==> config.mk <==
export PLATFORM = sky130hd
export DESIGN_NAME = jellyvl_etherneco_ring_tx_arbiter
export DESIGN_NICKNAME = d
export VERILOG_FILES = /design/src/rtl/jellyvl_etherneco_ring_tx_arbiter.sv
export SDC_FILE = /design/constraint.sdc
export NUM_CORES = 1
export LEC_CHECK = 0
export CAP_MARGIN = 20
export CELL_PAD_IN_SITES_DETAIL_PLACEMENT = 1
export CELL_PAD_IN_SITES_GLOBAL_PLACEMENT = 2
export CORE_MARGIN = 2
export CORE_UTILIZATION = 30
export CTS_CLUSTER_DIAMETER = 30
export CTS_CLUSTER_SIZE = 20
export DETAILED_ROUTE_END_ITERATION = 6
export PLACE_DENSITY_LB_ADDON = 0.1
export SLEW_MARGIN = 20
export SYNTH_ARGS = -nofsm -noshare
export SYNTH_HDL_FRONTEND = slang
export SYNTH_SLANG_ARGS = --single-unit
==> constraint.sdc <==
create_clock -name clk -period 5.1 [get_ports clk]
set_clock_uncertainty 0.15 [all_clocks]
set_input_delay 0.51 -clock clk [delete_from_list [all_inputs] [get_ports clk]]
set_output_delay 0.51 -clock clk [all_outputs]
set_load 0.02 [all_outputs]
==> src/rtl/jellyvl_etherneco_ring_tx_arbiter.sv <==
// rtl/jellyvl_etherneco_ring_tx_arbiter.sv - packet-granular arbiter of forward/local byte streams onto the ring link
// Registered output stage, programmable inter-packet gap, stall/restart truncation with a 0x00 last byte.
module jellyvl_etherneco_ring_tx_arbiter #(
   parameter int FW_PRIORITY = 1,
   parameter int GAP_CYCLES  = 12,
   parameter int TIMEOUT     = 64,
   parameter int COUNT_WIDTH = 8
) (
   input  logic       reset,
   input  logic       clk,

   input  logic       s_fw_first,
   input  logic       s_fw_last,
   input  logic [7:0] s_fw_data,
   input  logic       s_fw_valid,
   output logic       s_fw_ready,

   input  logic       s_loc_first,
   input  logic       s_loc_last,
   input  logic [7:0] s_loc_data,
   input  logic       s_loc_valid,
   output logic       s_loc_ready,

   output logic       m_tx_first,
   output logic       m_tx_last,
   output logic [7:0] m_tx_data,
   output logic       m_tx_valid,
   input  logic       m_tx_ready,

   output logic       grant_fw,
   output logic       grant_loc,
   output logic       abort,
   output logic       drop
);

   typedef enum logic [2:0] {
      ST_IDLE,
      ST_FW,
      ST_LOC,
      ST_ABORT,
      ST_GAP
   } state_t;

   localparam logic [COUNT_WIDTH-1:0] GAP_LOAD = COUNT_WIDTH'(GAP_CYCLES);
   localparam logic [COUNT_WIDTH-1:0] TMO_LAST = COUNT_WIDTH'((TIMEOUT > 0) ? (TIMEOUT - 1) : 0);
   localparam logic [COUNT_WIDTH-1:0] CNT_MAX  = '1;

   state_t                 state, state_next;
   logic                   rr_loc, rr_loc_next;
   logic                   started, started_next;
   logic [COUNT_WIDTH-1:0] tmo_cnt, tmo_next;
   logic [COUNT_WIDTH-1:0] gap_cnt, gap_next;
   logic                   gap_run, gap_run_next;
   logic                   abort_next, drop_next;

   logic                   tx_valid, tx_first, tx_last;
   logic [7:0]             tx_data;
   logic                   load, ld_first, ld_last;
   logic [7:0]             ld_data;

   logic                   can_accept;
   logic                   g_valid, g_first, g_last;
   logic [7:0]             g_data;
   logic                   fw_cand, loc_cand, fw_drop, loc_drop;

   assign can_accept = !tx_valid || m_tx_ready;

   assign g_valid = (state == ST_FW) ? s_fw_valid : s_loc_valid;
   assign g_first = (state == ST_FW) ? s_fw_first : s_loc_first;
   assign g_last  = (state == ST_FW) ? s_fw_last  : s_loc_last;
   assign g_data  = (state == ST_FW) ? s_fw_data  : s_loc_data;

   assign fw_cand  = s_fw_valid  && s_fw_first;
   assign loc_cand = s_loc_valid && s_loc_first;
   assign fw_drop  = s_fw_valid  && !s_fw_first;
   assign loc_drop = s_loc_valid && !s_loc_first;

   always_comb begin
      state_next   = state;
      rr_loc_next  = rr_loc;
      started_next = started;
      tmo_next     = tmo_cnt;
      gap_next     = gap_cnt;
      gap_run_next = gap_run;
      abort_next   = 1'b0;
      drop_next    = 1'b0;
      s_fw_ready   = 1'b0;
      s_loc_ready  = 1'b0;
      load         = 1'b0;
      ld_first     = g_first;
      ld_last      = g_last;
      ld_data      = g_data;

      case (state)
         ST_IDLE: begin
            // headless beats (tails of truncated packets) are swallowed here
            s_fw_ready   = fw_drop;
            s_loc_ready  = loc_drop;
            drop_next    = fw_drop || loc_drop;
            started_next = 1'b0;
            tmo_next     = '0;
            if (fw_cand && loc_cand) begin
               if (FW_PRIORITY != 0 || !rr_loc) begin
                  state_next = ST_FW;
               end else begin
                  state_next = ST_LOC;
               end
               if (FW_PRIORITY == 0) begin
                  rr_loc_next = !rr_loc;
               end
            end else if (fw_cand) begin
               state_next = ST_FW;
            end else if (loc_cand) begin
               state_next = ST_LOC;
            end
         end

         ST_FW, ST_LOC: begin
            if (state == ST_FW) begin
               s_fw_ready = can_accept;
            end else begin
               s_loc_ready = can_accept;
            end
            if (g_valid) begin
               if (can_accept) begin
                  load         = 1'b1;
                  tmo_next     = '0;
                  started_next = 1'b1;
                  if (g_first && started) begin
                     ld_first   = 1'b0;
                     ld_last    = 1'b1;
                     ld_data    = 8'h00;
                     abort_next = 1'b1;
                     state_next = ST_GAP;
                  end else if (g_last) begin
                     state_next = ST_GAP;
                  end
               end
            end else if (TIMEOUT > 0 && tmo_cnt >= TMO_LAST) begin
               state_next = ST_ABORT;
            end else if (tmo_cnt != CNT_MAX) begin
               tmo_next = tmo_cnt + 1'b1;
            end
         end

         ST_ABORT: begin
            if (can_accept) begin
               load       = 1'b1;
               ld_first   = 1'b0;
               ld_last    = 1'b1;
               ld_data    = 8'h00;
               abort_next = 1'b1;
               state_next = ST_GAP;
            end
         end

         ST_GAP: begin
            // gap is timed from the moment the closing beat leaves the link
            if (!gap_run) begin
               if (tx_valid && m_tx_ready && tx_last) begin
                  gap_run_next = 1'b1;
                  gap_next     = GAP_LOAD;
               end
            end else if (gap_cnt == '0) begin
               gap_run_next = 1'b0;
               state_next   = ST_IDLE;
            end else begin
               gap_next = gap_cnt - 1'b1;
            end
         end

         default: begin
            state_next = ST_IDLE;
         end
      endcase
   end

   always_ff @(posedge clk) begin
      if (reset) begin
         state    <= ST_IDLE;
         rr_loc   <= 1'b0;
         started  <= 1'b0;
         tmo_cnt  <= '0;
         gap_cnt  <= '0;
         gap_run  <= 1'b0;
         tx_valid <= 1'b0;
         abort    <= 1'b0;
         drop     <= 1'b0;
      end else begin
         state    <= state_next;
         rr_loc   <= rr_loc_next;
         started  <= started_next;
         tmo_cnt  <= tmo_next;
         gap_cnt  <= gap_next;
         gap_run  <= gap_run_next;
         abort    <= abort_next;
         drop     <= drop_next;
         if (can_accept) begin
            tx_valid <= load;
         end
      end
   end

   always_ff @(posedge clk) begin
      if (load) begin
         tx_first <= ld_first;
         tx_last  <= ld_last;
         tx_data  <= ld_data;
      end
   end

   assign m_tx_valid = tx_valid;
   assign m_tx_first = tx_first;
   assign m_tx_last  = tx_last;
   assign m_tx_data  = tx_data;

   assign grant_fw  = (state == ST_FW);
   assign grant_loc = (state == ST_LOC);

endmodule
==> summary.txt, run 1 <==
Global route
  – Initial antenna violation count: 0
  – GRT Overall Usage: ~16%
  – Busiest grt layer: met2
  – First-pass GRT wire length: between 8000 and 9000 µm
  – Largest net degree at the start of global routing: 15
  – Met1 Track Usage GR: 19.3%
  – Met3 Use GR: 3.41%
  – Number of global-route vias before repair: between 1500 and 2000
  – M2 GR Usage: 28.9%
  – Total grt overflow: 0

Logic synthesis
  – Synth cell types: 48
  – Post-synth net total: roughly 230
  – Netlist Area Pre-Place: roughly 1800 µm²
  – Largest cells by area after synthesis: dfxtp_1 (26%), edfxtp_1 (17%), a21oi_1 (6.6%), nand2_1 (4.3%), o21ai_0 (2.8%)
  – Ys Warns: 0
  – Post-synth EDFFs: 10
  – Post-Syn Area per Cell: between 8 and 9 µm²
  – Yosys top cell area share: between 20% and 30%
  – Syn Inst Count: about 200
  – Post-synth top area cell: dfxtp_1
  – Flops & latches, synth: 34
  – Main flop type after synthesis: dfxtp_1
  – Seq/Total Area, Yosys: a little over two fifths
  – Async S/R FF share, synth: 0%

Route
  – DRT iter0 DRCs: 103
  – Drt wl/cell: about 16 µm
  – TritonRoute pass-1 iters: 4
  – Via density: 5.23
  – Total wire length: just over 5000 µm
  – Drt drc: 0
  – Via count: 1658
  – Routed Antenna Nets: 0

STA
  – Final hold viol count: 0
  – Final max-slew violation count: 0
  – Final setup viols: 0
  – Setup ws final: 1.98 ns
  – Minimum clock period: 3.12 ns
  – Final Cycle Share: between 60% and 70%
  – Sum Neg Setup Slack: 0 ns
  – Slew headroom: a little under half
  – Worst slew pin tran: approximately 0.8 ns
  – RSZ-0062 raised after global routing: false
  – Fmax: roughly 320 MHz

Floorplanning
  – Std-Cell Rows: 28
  – Die area: around 6700 µm²
  – Core Footprint: between 5000 and 6000 µm²
  – DIE HEIGHT: ~80 µm
  – # IOs: 42
  – Initial Util: between 30% and 40%
  – Die width: 81.8 µm

Pwr
  – VDD IR-drop max: 0.150 mV
  – Internal Power: 642 µW
  – Sw Share: approximately two fifths
  – Power per standard cell area: between 400 and 500 nW/µm²
  – Lkg Pwr: 0.000833 µW
  – Clock share of power: a little under a fifth
  – Switching power: 412 µW
  – Register share of total power: 37.3%
  – Logic pwr share: a little over two fifths

Setup path
  – Arrival time at the worst endpoint: about 2.5 ns
  – R2R Path End: state[0]$_SDFFE_PP0P_
  – CP startpoint kind: register
  – Req. time, crit path: approximately 4.4 ns
  – Reg-to-Reg Start: state[0]$_SDFFE_PP0P_
  – CP Capture Type: output pin
  – Worst reg2reg path depth: 6
  – CP max FO: 14
  – Crit path kind: reg2out
  – R2R Setup Slk: 2.48 ns

Layout
  – FILL cells: a little over 700
  – Most common cell after layout, fill and taps aside: clkdlybuf4s50_1
  – Area of the multi-input gates: approximately 930 µm²
  – Final Instance Area: about 2400 µm²
  – Most frequent cells in the layout: clkdlybuf4s50_1 (41), a21oi_1 (24), dfxtp_1 (24), nand2_1 (21)
  – Layout area overhead: 29.7%
  – Ant diodes: 0
  – Nets: 270
  – Layout cell share with drive strength beyond 1: 8.68%
  – Register Area: 781 µm²

Clocking
  – Clk Latency, worst-skew pair: approximately 0.28 ns
  – Post-CTS Setup Repair Bufs: 0
  – Clock sinks: 34
  – Clock Path Buffers: 2
  – Hold_buf cts: 0
  – CTS resizes: 0
  – Max H-tree Level: 2
  – CTS Buf Count: 5
  – Worst-path clk slew: 0.07 ns
  – CTS root buf: clkbuf_8
  – CTS tree: done

Min path
  – Min-Delay Startpoint: tmo_cnt[6]$_SDFFE_PP0P_
  – Worst hold path type: reg2reg
  – Worst Hold End: tmo_cnt[6]$_SDFFE_PP0P_
  – Hold path depth: 2

Placed design
  – Gpl congestion: roughly 0.73
  – Post-DP Area: between 2000 and 2500 µm²
  – Dpl hpwl: 3850 µm
  – Port Buffers: 41
  – DP Worst Slack: roughly 2.2 ns

Job
  – Max Cap Violations: 0

Status
  – Status: finished clean
-- power groups by stage --
| stage | clock network [µW] | logic (µW) | registers [µW] |
|---|---|---|---|
| 4_1_cts | 209 | 466 | 392 |
| 3_5_place_dp | 0 | 464 | 399 |
| 3_3_place_gp | 0 | 459 | 396 |
| 2_1_floorplan | 0 | 305 | 399 |
| 5_1_grt | 218 | 506 | 400 |
| 6_report | 198 | 462 | 393 |
-- critical path, stage by stage (launching register included) --
cell             delay (ns)
dfxtp_1                0.52
or3b_2                 0.61
inv_2                  0.27
a32o_1                 0.17
clkdlybuf4s50_1        0.60
-- per-layer routing --
metal  vias to the layer above  part of all wire [%]
li1                        818                     -
met1                       804                    44
met2                        30                    50
met3                         6                   4.3
met4                         0                   1.0
met5                         -                     0
-- flip-flops by register name, indices dropped and copies added (netlist names) --
signal and count:
gap_cnt 8, m_tx_data 8, tmo_cnt 8, state 3
abort 1, drop 1, gap_run 1, m_tx_first 1
m_tx_last 1, m_tx_valid 1, started 1
-- logic make-up after synthesis --
group	after synthesis	share of synthesized area [%]
flops	34	43.0
mux	2	1.10
fa+ha+maj	3	2.07
buf+inv	23	5.72
compound gates	60	22.1
xor+xnor	5	2.41
simple gates	76	23.6
-- cell usage after synthesis (2+ instances only) --
| master | n |
|---|---|
| o31ai_1 | 2 |
| a32o_1 | 2 |
| dfxtp_1 | 24 |
| clkbuf_1 | 5 |
| nand2_1 | 21 |
| or3b_2 | 3 |
| nand3b_1 | 2 |
| buf_6 | 2 |
| and3_1 | 4 |
| xor2_1 | 5 |
| or3_2 | 2 |
| nor3_1 | 6 |
| mux2i_1 | 2 |
| nand2b_1 | 3 |
| and2_1 | 2 |
| edfxtp_1 | 10 |
| nor2_1 | 13 |
| or3_1 | 5 |
| nand3_1 | 7 |
| a211oi_1 | 2 |
| o21ai_0 | 10 |
| o211ai_1 | 2 |
| a21oi_1 | 24 |
| ha_1 | 3 |
| inv_1 | 13 |
| a221oi_1 | 4 |
| a31oi_1 | 3 |
| buf_2 | 2 |
-- final cells by class --
| cell class | instances | share of cell area, % |
|---|---|---|
| Clock buffer | 7 | 3.67 |
| Inverter | 14 | 2.23 |
| Multi-Input combinational cell | 146 | 39.5 |
| Sequential cell | 34 | 33.2 |
| Tap cell | 75 | 3.99 |
| Timing Repair Buffer | 41 | 17.4 |
-- how the worst max path moves through the flow --
stage / startpoint / endpoint / depth (start not counted)
floorplan: state[2]$_SDFFE_PP0P_ / s_fw_ready / 6
global placement: state[0]$_SDFFE_PP0P_ / s_fw_ready / 4
detailed placement: state[0]$_SDFFE_PP0P_ / s_fw_ready / 4
CTS: state[0]$_SDFFE_PP0P_ / s_fw_ready / 4
global route: state[0]$_SDFFE_PP0P_ / s_fw_ready / 4
finish: state[0]$_SDFFE_PP0P_ / s_fw_ready / 4
-- metrics by stage --
step | util, % | hold slack [ns] | power, µW | cells
detailed placement | 38.5 | 0.301 | 862 | 310
CTS | 40.0 | 0.311 | 1070 | 317
floorplan | - | 0.271 | 704 | 203
global placement | 38.5 | 0.286 | 855 | 310
finish | 40.0 | 0.303 | 1050 | 317
global route | 40.0 | 0.342 | 1120 | 317
No activity file was read; power rests on OpenSTA's default activity.
==> inputs of run 2 (changes only) <==
- CORE_UTILIZATION: 30 -> 29
- clock period: 5.1 -> 3.3 ns (I/O delays scaled with it)
==> summary.txt, run 2 (same netlist as run 1, synthesis figures left out) <==
Global route
  – Number of global-route vias before repair: ~1600
  – Total grt overflow: 0
  – First-pass GRT wire length: just over 8000 µm
  – Initial antenna violation count: 0
  – Largest net degree at the start of global routing: 15
  – GRT Overall Usage: 14.5%

STA
  – Final setup viols: 0
  – Fmax: 331 MHz
  – Setup ws final: roughly 0.28 ns
  – RSZ-0062 raised after global routing: false
  – Final hold viol count: 0
  – Sum Neg Setup Slack: 0 ns
  – Final max-slew violation count: 0
  – Worst slew pin tran: 0.690 ns
  – Minimum clock period: ~3 ns
  – Slew headroom: 53.6%
  – Final Cycle Share: between 90% and 100%

Layout
  – FILL cells: between 700 and 800
  – Register Area: approximately 800 µm²
  – Ant diodes: 0
  – Area of the multi-input gates: 931 µm²
  – Most frequent cells in the layout: clkdlybuf4s50_1 (41), a21oi_1 (24), dfxtp_1 (24), nand2_1 (21)
  – Layout cell share with drive strength beyond 1: about 9.8%
  – Layout area overhead: 30.8%
  – Most common cell after layout, fill and taps aside: clkdlybuf4s50_1
  – Nets: ~270

Status
  – Status: finished clean

Placed design
  – Port Buffers: between 40 and 50
  – Dpl hpwl: 3540 µm
  – Gpl congestion: ~0.74
  – DP Worst Slack: slightly below 0.6 ns

Clocking
  – Max H-tree Level: 2
  – CTS Buf Count: 5
  – Hold_buf cts: 0
  – CTS resizes: 0
  – CTS tree: done
  – Clock sinks: 34
  – Clk Latency, worst-skew pair: between 0.2 and 0.3 ns
  – Worst-path clk slew: ~0.080 ns
  – Post-CTS Setup Repair Bufs: 0
  – CTS root buf: clkbuf_8
  – Clock Path Buffers: 2

Min path
  – Worst hold path type: reg2reg

Floorplanning
  – Std-Cell Rows: 28
  – Core Footprint: between 5000 and 6000 µm²
  – Die area: 6910 µm²
  – Initial Util: 30.3%
  – # IOs: 42
  – Die width: ~83 µm
  – DIE HEIGHT: 83.1 µm

Pwr
  – Lkg Pwr: about 0.00085 µW
  – Power per standard cell area: about 700 nW/µm²
  – VDD IR-drop max: around 0.26 mV

Setup path
  – CP max FO: 14
  – CP startpoint kind: register
  – CP Capture Type: output pin
  – Crit path kind: reg2out
  – Req. time, crit path: 2.82 ns
  – Arrival time at the worst endpoint: 2.54 ns

Route
  – Drt wl/cell: 15.2 µm
  – DRT iter0 DRCs: 70
  – TritonRoute pass-1 iters: 4
  – Via density: 5.15
  – Via count: roughly 1600
  – Routed Antenna Nets: 0
  – Drt drc: 0
  – Total wire length: just under 5000 µm

Job
  – Max Cap Violations: 0
run 2: changes by cell type in the layout (fill, tap and decap cells not counted), sizes merged:
cell / change
clkinv: +1
buf: +2
run 2: area by class of cell:
type	count	share of cell area, %
clock buffer	7	3.64
clock inverter	1	0.211
inverter	14	2.21
multi-input combinational	146	39.2
sequential	34	32.9
tap	75	3.95
timing repair buffer	43	17.9
run 2: worst max-delay path, stage by stage (launching register included):
cell             delay (ns)
dfxtp_1                0.57
or3b_2                 0.63
inv_2                  0.28
a32o_1                 0.18
clkdlybuf4s50_1        0.60
run 2: metrics by stage:
stage	utilization, %	hold slack, ns	power [µW]	std cells	area [µm²]
after detailed placement	38.1	0.296	1360	312	2280
after floorplan	-	0.259	1090	203	1820
after global routing	39.6	0.322	1780	320	2370
after CTS	39.6	0.307	1690	320	2370
after global placement	38.1	0.293	1360	312	2280
final	39.6	0.305	1660	320	2370
run 2: path summary, 6_finish.rpt:
kind | from | to | slack [ns] | cells past startpoint
setup / recovery | state[0]$_SDFFE_PP0P_ | s_fw_ready | 0.28 | 4
hold reg to reg | tmo_cnt[6]$_SDFFE_PP0P_ | tmo_cnt[6]$_SDFFE_PP0P_ | 0.31 | 2
hold / removal | tmo_cnt[6]$_SDFFE_PP0P_ | tmo_cnt[6]$_SDFFE_PP0P_ | 0.31 | 2
setup reg to reg | state[0]$_SDFFE_PP0P_ | state[0]$_SDFFE_PP0P_ | 0.55 | 6
run 2: where the power goes:
part / switching [µW] / internal [µW]
registers: 81.6 / 526
clock network: 152 / 168
logic: 414 / 322
total: 648 / 1020
run 2: routing by layer:
| metal | GRT usage [%] | vias up | wire length, µm |
|---|---|---|---|
| met5 | 0 | - | 0 |
| met1 | 19.5 | 779 | 2350 |
| li1 | - | 823 | - |
| met4 | 4.02 | 0 | 43 |
| met2 | 23.2 | 40 | 2260 |
| met3 | 3.38 | 5 | 200 |
==> inputs of run 3 (changes only) <==
- SLEW_MARGIN: 20 -> 0
==> results of run 3 <==
Final layout, timing and power as in run 2 (identical DEF).
